<file path="config.mk">
export PLATFORM = sky130hd
export DESIGN_NAME = traffic_phase_scheduler
export DESIGN_NICKNAME = d
export VERILOG_FILES = /design/src/rtl/traffic_phase_scheduler.sv
export SDC_FILE = /design/constraint.sdc
export NUM_CORES = 1
export LEC_CHECK = 0
export BUFFER_PORTS_ARGS = -buffer_cell sky130_fd_sc_hd__buf_2
export CAP_MARGIN = 30
export CORE_MARGIN = 5
export CORE_UTILIZATION = 40
export CTS_CLUSTER_SIZE = 30
export DETAILED_ROUTE_END_ITERATION = 8
export PLACE_DENSITY = 0.73
export SYNTH_ARGS = -nofsm -noshare
export SYNTH_HDL_FRONTEND = slang
export SYNTH_SLANG_ARGS = --single-unit
</file>
<file path="constraint.sdc">
create_clock -name clk -period 11 [get_ports clk]
set_clock_uncertainty 0.1 [all_clocks]
set_input_delay 1.1 -clock clk [delete_from_list [all_inputs] [get_ports clk]]
set_output_delay 1.1 -clock clk [all_outputs]
set_load 0.01 [all_outputs]
</file>
<file path="src/rtl/traffic_phase_scheduler.sv">
// Right-of-way scheduler for NUM_PH approaches sharing one conflict zone:
// round-robin vehicle arbitration, emergency pre-emption, GREEN/YELLOW/ALL_RED sequencing.
module traffic_phase_scheduler #(
    parameter int NUM_PH    = 4,
    parameter int TW        = 8,
    parameter int MIN_GREEN = 10,
    parameter int YELLOW_T  = 4,
    parameter int ALLRED_T  = 2
) (
    input  logic                  clk,
    input  logic                  reset,
    input  logic [NUM_PH-1:0]     req,
    input  logic                  emerg_valid,
    input  logic [2:0]            emerg_phase,
    input  logic [TW-1:0]         max_green,
    output logic [NUM_PH-1:0]     grant,
    output logic [3*NUM_PH-1:0]   lights,
    output logic [1:0]            state,
    output logic [TW-1:0]         elapsed
);

    localparam int IW = (NUM_PH > 1) ? $clog2(NUM_PH) : 1;
    localparam logic [TW-1:0] EL_MAX = {TW{1'b1}};

    typedef enum logic [1:0] {
        ST_ALL_RED = 2'd0,
        ST_GREEN   = 2'd1,
        ST_YELLOW  = 2'd2
    } ph_state_t;

    ph_state_t             state_r;
    ph_state_t             state_nxt_s;
    logic [TW-1:0]         elapsed_r;
    logic [IW-1:0]         idx_r;
    logic [IW-1:0]         idx_nxt_s;
    logic [IW-1:0]         last_r;
    logic [NUM_PH-1:0]     grant_r;
    logic [3*NUM_PH-1:0]   lights_r;

    logic [31:0]           el_w_s;
    logic [31:0]           max_lim_s;
    logic                  emerg_ok_s;
    logic                  emerg_on_g_s;
    logic [IW-1:0]         emerg_idx_s;
    logic                  other_s;
    logic                  gap_out_s;
    logic                  max_out_s;
    logic                  pre_empt_s;
    logic [IW:0]           pick_s;

    // First requester after 'last' in circular order; MSB flags that one was found.
    // Scanning from the far end lets the nearest hit overwrite earlier ones.
    function automatic logic [IW:0] rr_pick(input logic [NUM_PH-1:0] r,
                                            input logic [IW-1:0]     last);
        logic [IW:0] res;
        int          j;
        res = '0;
        for (int k = NUM_PH; k >= 1; k--) begin
            j = (int'(last) + k) % NUM_PH;
            if (r[j]) begin
                res = {1'b1, IW'(j)};
            end else begin
                res = res;
            end
        end
        return res;
    endfunction

    function automatic logic [NUM_PH-1:0] onehot(input logic [IW-1:0] idx);
        logic [NUM_PH-1:0] v;
        v = '0;
        v[idx] = 1'b1;
        return v;
    endfunction

    function automatic logic [3*NUM_PH-1:0] build_lights(input ph_state_t     st,
                                                         input logic [IW-1:0] idx);
        logic [3*NUM_PH-1:0] l;
        for (int i = 0; i < NUM_PH; i++) begin
            if ((i == int'(idx)) && (st == ST_GREEN)) begin
                l[3*i +: 3] = 3'b001;
            end else if ((i == int'(idx)) && (st == ST_YELLOW)) begin
                l[3*i +: 3] = 3'b010;
            end else begin
                l[3*i +: 3] = 3'b100;
            end
        end
        return l;
    endfunction

    // Exit conditions for the current green and the all-red arbitration inputs.
    always_comb begin
        el_w_s       = 32'(elapsed_r);
        max_lim_s    = (32'(max_green) > 32'(MIN_GREEN)) ? 32'(max_green) : 32'(MIN_GREEN);
        emerg_ok_s   = emerg_valid && (32'(emerg_phase) < 32'(NUM_PH));
        emerg_idx_s  = IW'(emerg_phase);
        emerg_on_g_s = emerg_ok_s && (32'(emerg_phase) == 32'(idx_r));
        other_s      = |(req & ~grant_r);
        pre_empt_s   = emerg_ok_s && !emerg_on_g_s;
        gap_out_s    = (el_w_s >= 32'(MIN_GREEN - 1)) && !req[idx_r] && other_s;
        max_out_s    = (max_green != {TW{1'b0}}) && (el_w_s >= (max_lim_s - 32'd1)) && other_s;
        pick_s       = rr_pick(req, last_r);
    end

    // Phase sequencing decision.
    always_comb begin
        state_nxt_s = state_r;
        idx_nxt_s   = idx_r;
        case (state_r)
            ST_ALL_RED: begin
                if (el_w_s >= 32'(ALLRED_T - 1)) begin
                    if (emerg_ok_s) begin
                        state_nxt_s = ST_GREEN;
                        idx_nxt_s   = emerg_idx_s;
                    end else if (pick_s[IW]) begin
                        state_nxt_s = ST_GREEN;
                        idx_nxt_s   = pick_s[IW-1:0];
                    end else begin
                        state_nxt_s = ST_ALL_RED;
                    end
                end else begin
                    state_nxt_s = ST_ALL_RED;
                end
            end
            ST_GREEN: begin
                if (pre_empt_s || (!emerg_on_g_s && (gap_out_s || max_out_s))) begin
                    state_nxt_s = ST_YELLOW;
                end else begin
                    state_nxt_s = ST_GREEN;
                end
            end
            ST_YELLOW: begin
                if (el_w_s >= 32'(YELLOW_T - 1)) begin
                    state_nxt_s = ST_ALL_RED;
                end else begin
                    state_nxt_s = ST_YELLOW;
                end
            end
            default: begin
                state_nxt_s = ST_ALL_RED;
            end
        endcase
    end

    // State, timer, round-robin pointer and registered light/grant outputs.
    always_ff @(posedge clk) begin
        if (!reset) begin
            state_r   <= ST_ALL_RED;
            elapsed_r <= {TW{1'b0}};
            idx_r     <= {IW{1'b0}};
            last_r    <= IW'(NUM_PH - 1);
            grant_r   <= {NUM_PH{1'b0}};
            lights_r  <= build_lights(ST_ALL_RED, {IW{1'b0}});
        end else begin
            state_r <= state_nxt_s;
            idx_r   <= idx_nxt_s;
            if (state_nxt_s != state_r) begin
                elapsed_r <= {TW{1'b0}};
            end else if (elapsed_r != EL_MAX) begin
                elapsed_r <= elapsed_r + {{(TW-1){1'b0}}, 1'b1};
            end else begin
                elapsed_r <= elapsed_r;
            end
            if ((state_r == ST_ALL_RED) && (state_nxt_s == ST_GREEN)) begin
                last_r <= idx_nxt_s;
            end else begin
                last_r <= last_r;
            end
            grant_r  <= (state_nxt_s == ST_ALL_RED) ? {NUM_PH{1'b0}} : onehot(idx_nxt_s);
            lights_r <= build_lights(state_nxt_s, idx_nxt_s);
        end
    end

    assign grant   = grant_r;
    assign lights  = lights_r;
    assign state   = state_r;
    assign elapsed = elapsed_r;

endmodule
</file>
# Yosys cells after proc, flatten, opt, wreduce, memory -nomap -nowiden
# Cells that the tools add are included.
[word_totals]
register_bits = 30
elab_cells = 122
[op_classes]
bitwise_logic = 7
add_sub_neg = 6
muxes = 39
magnitude_cmp = 13
n_eq_ne = 10
reduce_logical = 37
[op_table]
columns = ["operator", "count"]
rows = [
  ["2-to-1 mux 3 bit", 12],
  ["greater-or-equal comparator 8 x 32 -> 1 bit", 1],
  ["OR reduction 2 bit", 10],
  ["logical AND 1 bit", 18],
  ["< comparator 3 x 4 -> 1 bit (second input constant)", 4],
  ["2-to-1 mux 2 bit", 7],
  ["2-to-1 mux 1 bit", 12],
  ["binary-select mux 1 bit (select 2 bit)", 5],
  ["subtractor 8 x 1 -> 9 bit (second input constant)", 1],
  ["adder 8 x 1 -> 8 bit (second input constant)", 1],
  ["greater-or-equal comparator 8 x 1 -> 1 bit (second input constant)", 1],
  ["greater-or-equal comparator 8 x 2 -> 1 bit (second input constant)", 1],
  ["greater-or-equal comparator 8 x 4 -> 1 bit (second input constant)", 1],
  ["> comparator 8 x 4 -> 1 bit (second input constant)", 1],
  ["2-to-1 mux 8 bit", 1],
  ["inequality test 8 bit (second input constant)", 1],
  ["nonzero test 8 bit", 1],
  ["zero test 2 bit", 3],
  ["< comparator 2 x 3 -> 1 bit (second input constant)", 2],
  ["case mux 2 bit (3 select lines)", 1],
  ["adder 2 x 1 -> 2 bit (second input constant)", 2],
  ["adder 2 bit (second input constant)", 2],
  ["bitwise AND 1 bit (first input constant)", 4],
  ["bitwise AND 4 bit", 1],
  ["other kinds (14)", 19],
]

# Depth between registers and ports, before layout
[logic_depth]
depth_word = 18
ltp_mapped = 13
depth_no_buf = 13

# Least setup slack after synthesis
# OpenSTA, ideal clock, no wires.
[synth_timing]
path_kind = "input to register"
start = "input port max_green[4]"
end = "register elapsed_r[4] (netlist: elapsed[4])"
cell_stages = 13
path_buffers = 0
slack_ns = 6.680
arrival_ns = 4.057
path_cell_list = "nor4_4 nand2_1 nand2_1 ha_1 nor4b_1 nor3b_1 xnor2_1 ha_1 nand2_1 a2111oi_2 a21oi_1 a221oi_1 a2111oi_0"
[synth_via]
elab_chain_len = 13
word_cells_on_any_way = 14
[synth_lines]
columns = ["item", "line", "source"]
rows = [
  ["start, declared", "15", "input logic [TW-1:0] max_green,"],
  ["> comparator 8 x 4 -> 1 bit", "94", "max_lim_s = (32'(max_green) > 32'(MIN_GREEN)) ? 32'(max_green) : 32'(MIN_GREEN);"],
  ["2-to-1 mux 8 bit", "94", ""],
  ["subtractor 8 x 1 -> 9 bit", "101", "max_out_s = (max_green != {TW{1'b0}}) && (el_w_s >= (max_lim_s - 32'd1)) && other_s;"],
  ["greater-or-equal comparator 8 x 32 -> 1 bit", "101", ""],
  ["logical AND 1 bit * (2 in a row)", "101", ""],
  ["logical OR 1 bit *", "126", "if (pre_empt_s || (!emerg_on_g_s && (gap_out_s || max_out_s))) begin"],
  ["logical AND 1 bit *", "126", ""],
  ["logical OR 1 bit *", "126", ""],
  ["2-to-1 mux 2 bit *", "126", ""],
  ["case mux 2 bit (3 select lines) *", "109", "case (state_r)"],
  ["inequality test 2 bit *", "157", "if (state_nxt_s != state_r) begin"],
  ["OR reduction 2 bit (no source line) *", "--", ""],
  ["end signal, assigned", "158", "elapsed_r <= {TW{1'b0}};"],
  ["end signal, assigned", "160", "elapsed_r <= elapsed_r + {{(TW-1){1'b0}}, 1'b1};"],
  ["end signal, assigned", "162", "elapsed_r <= elapsed_r;"],
  ["end, declared", "33", "logic [TW-1:0] elapsed_r;"],
]
# Mark *: on every way between the ends. The rest lies on a longest branch, timed or not.
# A chain may end at the register's enable or synchronous reset.

# Worst setup path after layout
[layout_timing]
start = "input port max_green[4]"
end = "register elapsed_r[5] (netlist: elapsed[5])"
# Same word-level chain as after synthesis.

==> results.json <==
{
  "nFillCells": 429,
  "num_rows": 24,
  "postSynthAreaPerCell_um2": 9.259,
  "critical_path_arrival_ps": 4600,
  "min_period_ps": 4578,
  "die-area_um2": 5824,
  "path_clk_slew_ps": 60,
  "setup_viol": 0,
  "slowest_stage": "a221oi_1",
  "die_y_um": 76.32,
  "clock_sinks": 30,
  "cts_buffer_depth": 2,
  "final_util_pct": 48.70,
  "setup_tns_ps": 0,
  "slowest_delay_ps": 790,
  "overflow": 0,
  "crit_family": "simple AND/OR/NAND/NOR gates",
  "rsz0062_at_grt": "false",
  "layout.nets": 267,
  "routed-via-count": 1609,
  "wl_per_cell_um": 14.08,
  "crit_buf_inv": 1,
  "synth_edf_count": 0,
  "route.detailed.drc": 0,
  "port_buffers": 43,
  "synth_cells": 190,
  "chipWidth_um": 76.32,
  "drv_slew": 0,
  "grt_max_degree": 13,
  "setup.worst_path.start_class": "input pin",
  "critical_path.most_common_cell": "nand2_1",
  "cts_resized": 0,
  "drt_iter0_drc": 44,
  "synth_top_area_cell": "dfxtp_1",
  "synth_ff_type": "dfxtp_1",
  "antenna_cells": 0,
  "core_area_um2": 4324,
  "seq_area_um2": 600.6,
  "tightest_slew_ps": 919.0,
  "period_share_pct": 41.62,
  "grtUsageTotal_pct": 14.60,
  "synth_cell_types": 55,
  "path_cells": "buf_2 > nor4_4 > nand2_1 > nand2_1 > ha_1 > nor4b_1 > nor3b_1 > xnor2_1 > ha_1 > nand2_1 > a2111oi_2 > a21oi_1 > a221oi_1 > nor3_1",
  "gp_routability_congestion": 0.7944,
  "ant_nets": 0,
  "cp-end-kind": "register",
  "cts_tree": "built",
  "layout_commonest_cell": "buf_2",
  "ys_top_cells_by_area": "dfxtp_1 (34%), ha_1 (8.5%), nor4_4 (3.6%)",
  "htree_levels": 2,
  "ir_worst_vdd_v": 0.0001264,
  "ys.warnings.count": 0,
  "crit_required_ps": 11020,
  "insertion_delay_ps": 280,
  "status": "completed",
  "final_cell_mix": "buf_2 (43), dfxtp_1 (30)",
  "start_util_pct": 40.68,
  "dr.pass1.iters": 5,
  "cts_made_buffers": 5,
  "synth.net_count": 220,
  "timing.final.hold_violations": 0,
  "crit_type": "in -> reg",
  "cts_root_buffer": "clkbuf_8",
  "relSlewSlack_pct": 38.73,
  "grt_first_pass_wirelength_um": 6996,
  "cts_setup_buffers": 0,
  "holdBufCountCts": 0,
  "antenna_found_initial": 0,
  "fmax_ghz": 0.2184,
  "areaGrowthSynthToFinish_pct": 19.70,
  "dp_hpwl_um": 3133,
  "max-cap-violations": 0,
  "power_density_nw_per_um2": 203.2,
  "ys_ff_latch": 30,
  "yosysTopAreaCellShare_pct": 34.14,
  "path_max_fanout": 8,
  "viasPerCell": 5.587,
  "min_path_type": "reg -> reg",
  "multi_input_area_um2": 1101,
  "drive_above_1_share_pct": 26.69,
  "wirelength_um": 4054,
  "syn_area_um2": 1759,
  "p_leak_nw": 0.8578,
  "synth.yosys.seq_area_share_pct": 34.14,
  "grt_pass1_vias": 1545,
  "synth-async-reset-ratio_pct": 0,
  "ioPinCount": 44
}
cell usage after synthesis (5+ instances only):
library cell,count
dfxtp_1,30
ha_1,12
nand2_1,12
nor2_1,12
o21ai_0,12
inv_1,11
nor3_1,9
a21oi_1,8
nor4b_1,5
xnor2_1,5
sequential cells by signal, summed over array words and instances, names as in the netlist:
name	count
last_r	2
grant	4
lights	12
elapsed	8
idx_r	2
state	2
per-stage QoR:
stage | setup WS, ps | cell area, µm² | power [mW] | cells | hold WS, ps
floorplan | 6680 | 1759 | 0.2942 | 190 | 386.6
global placement | 6148 | 2023 | 0.3414 | 282 | 417.0
detailed placement | 6082 | 2023 | 0.3442 | 282 | 433.5
CTS | 6361 | 2106 | 0.4327 | 288 | 436.4
global route | 5955 | 2106 | 0.4609 | 288 | 457.5
finish | 6422 | 2106 | 0.4280 | 288 | 439.2
path summary, 6_finish.rpt:
kind	from	endpoint	slack (ps)	depth (start not counted)
setup / recovery	max_green[4]	elapsed[5]	6420	14
hold / removal	last_r[0]	last_r[0]	440	2
setup reg to reg	elapsed[0]	lights[7]	8150	7
hold reg to reg	last_r[0]	last_r[0]	440	2
kinds of logic (layout without fill, tap and decap cells):
family | count (synthesis) | count (layout) | synth area share, %
xor gates and xnor gates | 8 | 8 | 3.983
adders and majority gates | 12 | 12 | 8.535
DFF | 30 | 30 | 34.14
muxes | 2 | 2 | 1.849
buffers and inverters | 14 | 60 | 3.271
AOI/OAI and AO/OA | 53 | 53 | 22.76
and+or+nand+nor | 71 | 71 | 25.46
worst register-to-register path, delay by kind of cell (launching register included):
kind | cells | cell delay, ps
buffers and inverters | 1 | 120
adder cells (fa/ha/maj) | 1 | 220
flip-flops | 1 | 420
AND/OR/NAND/NOR | 3 | 730
AO/OA/AOI/OAI | 2 | 1180
area by class of cell:
class	instances	area share [%]
Tap cell	52	3.090
Timing Repair Buffer	43	10.22
Inverter	11	1.961
Multi-Input combinational cell	146	52.29
Sequential cell	30	28.52
Clock buffer	6	3.922
power by group:
part / total (mW) / switching [mW] / internal [mW]
clock network: 0.0862 / 0.0382 / 0.0481
registers: 0.152 / 0.0193 / 0.132
logic: 0.190 / 0.116 / 0.0745
routing by layer:
metal	vias up	global-route usage (%)	share of wire [%]
met1	742	17.75	47
li1	819	-	-
met3	6	6.028	7.4
met5	-	0	0
met4	0	5.245	1.5
met2	42	23.03	44
(Power assumes the default switching activity.)
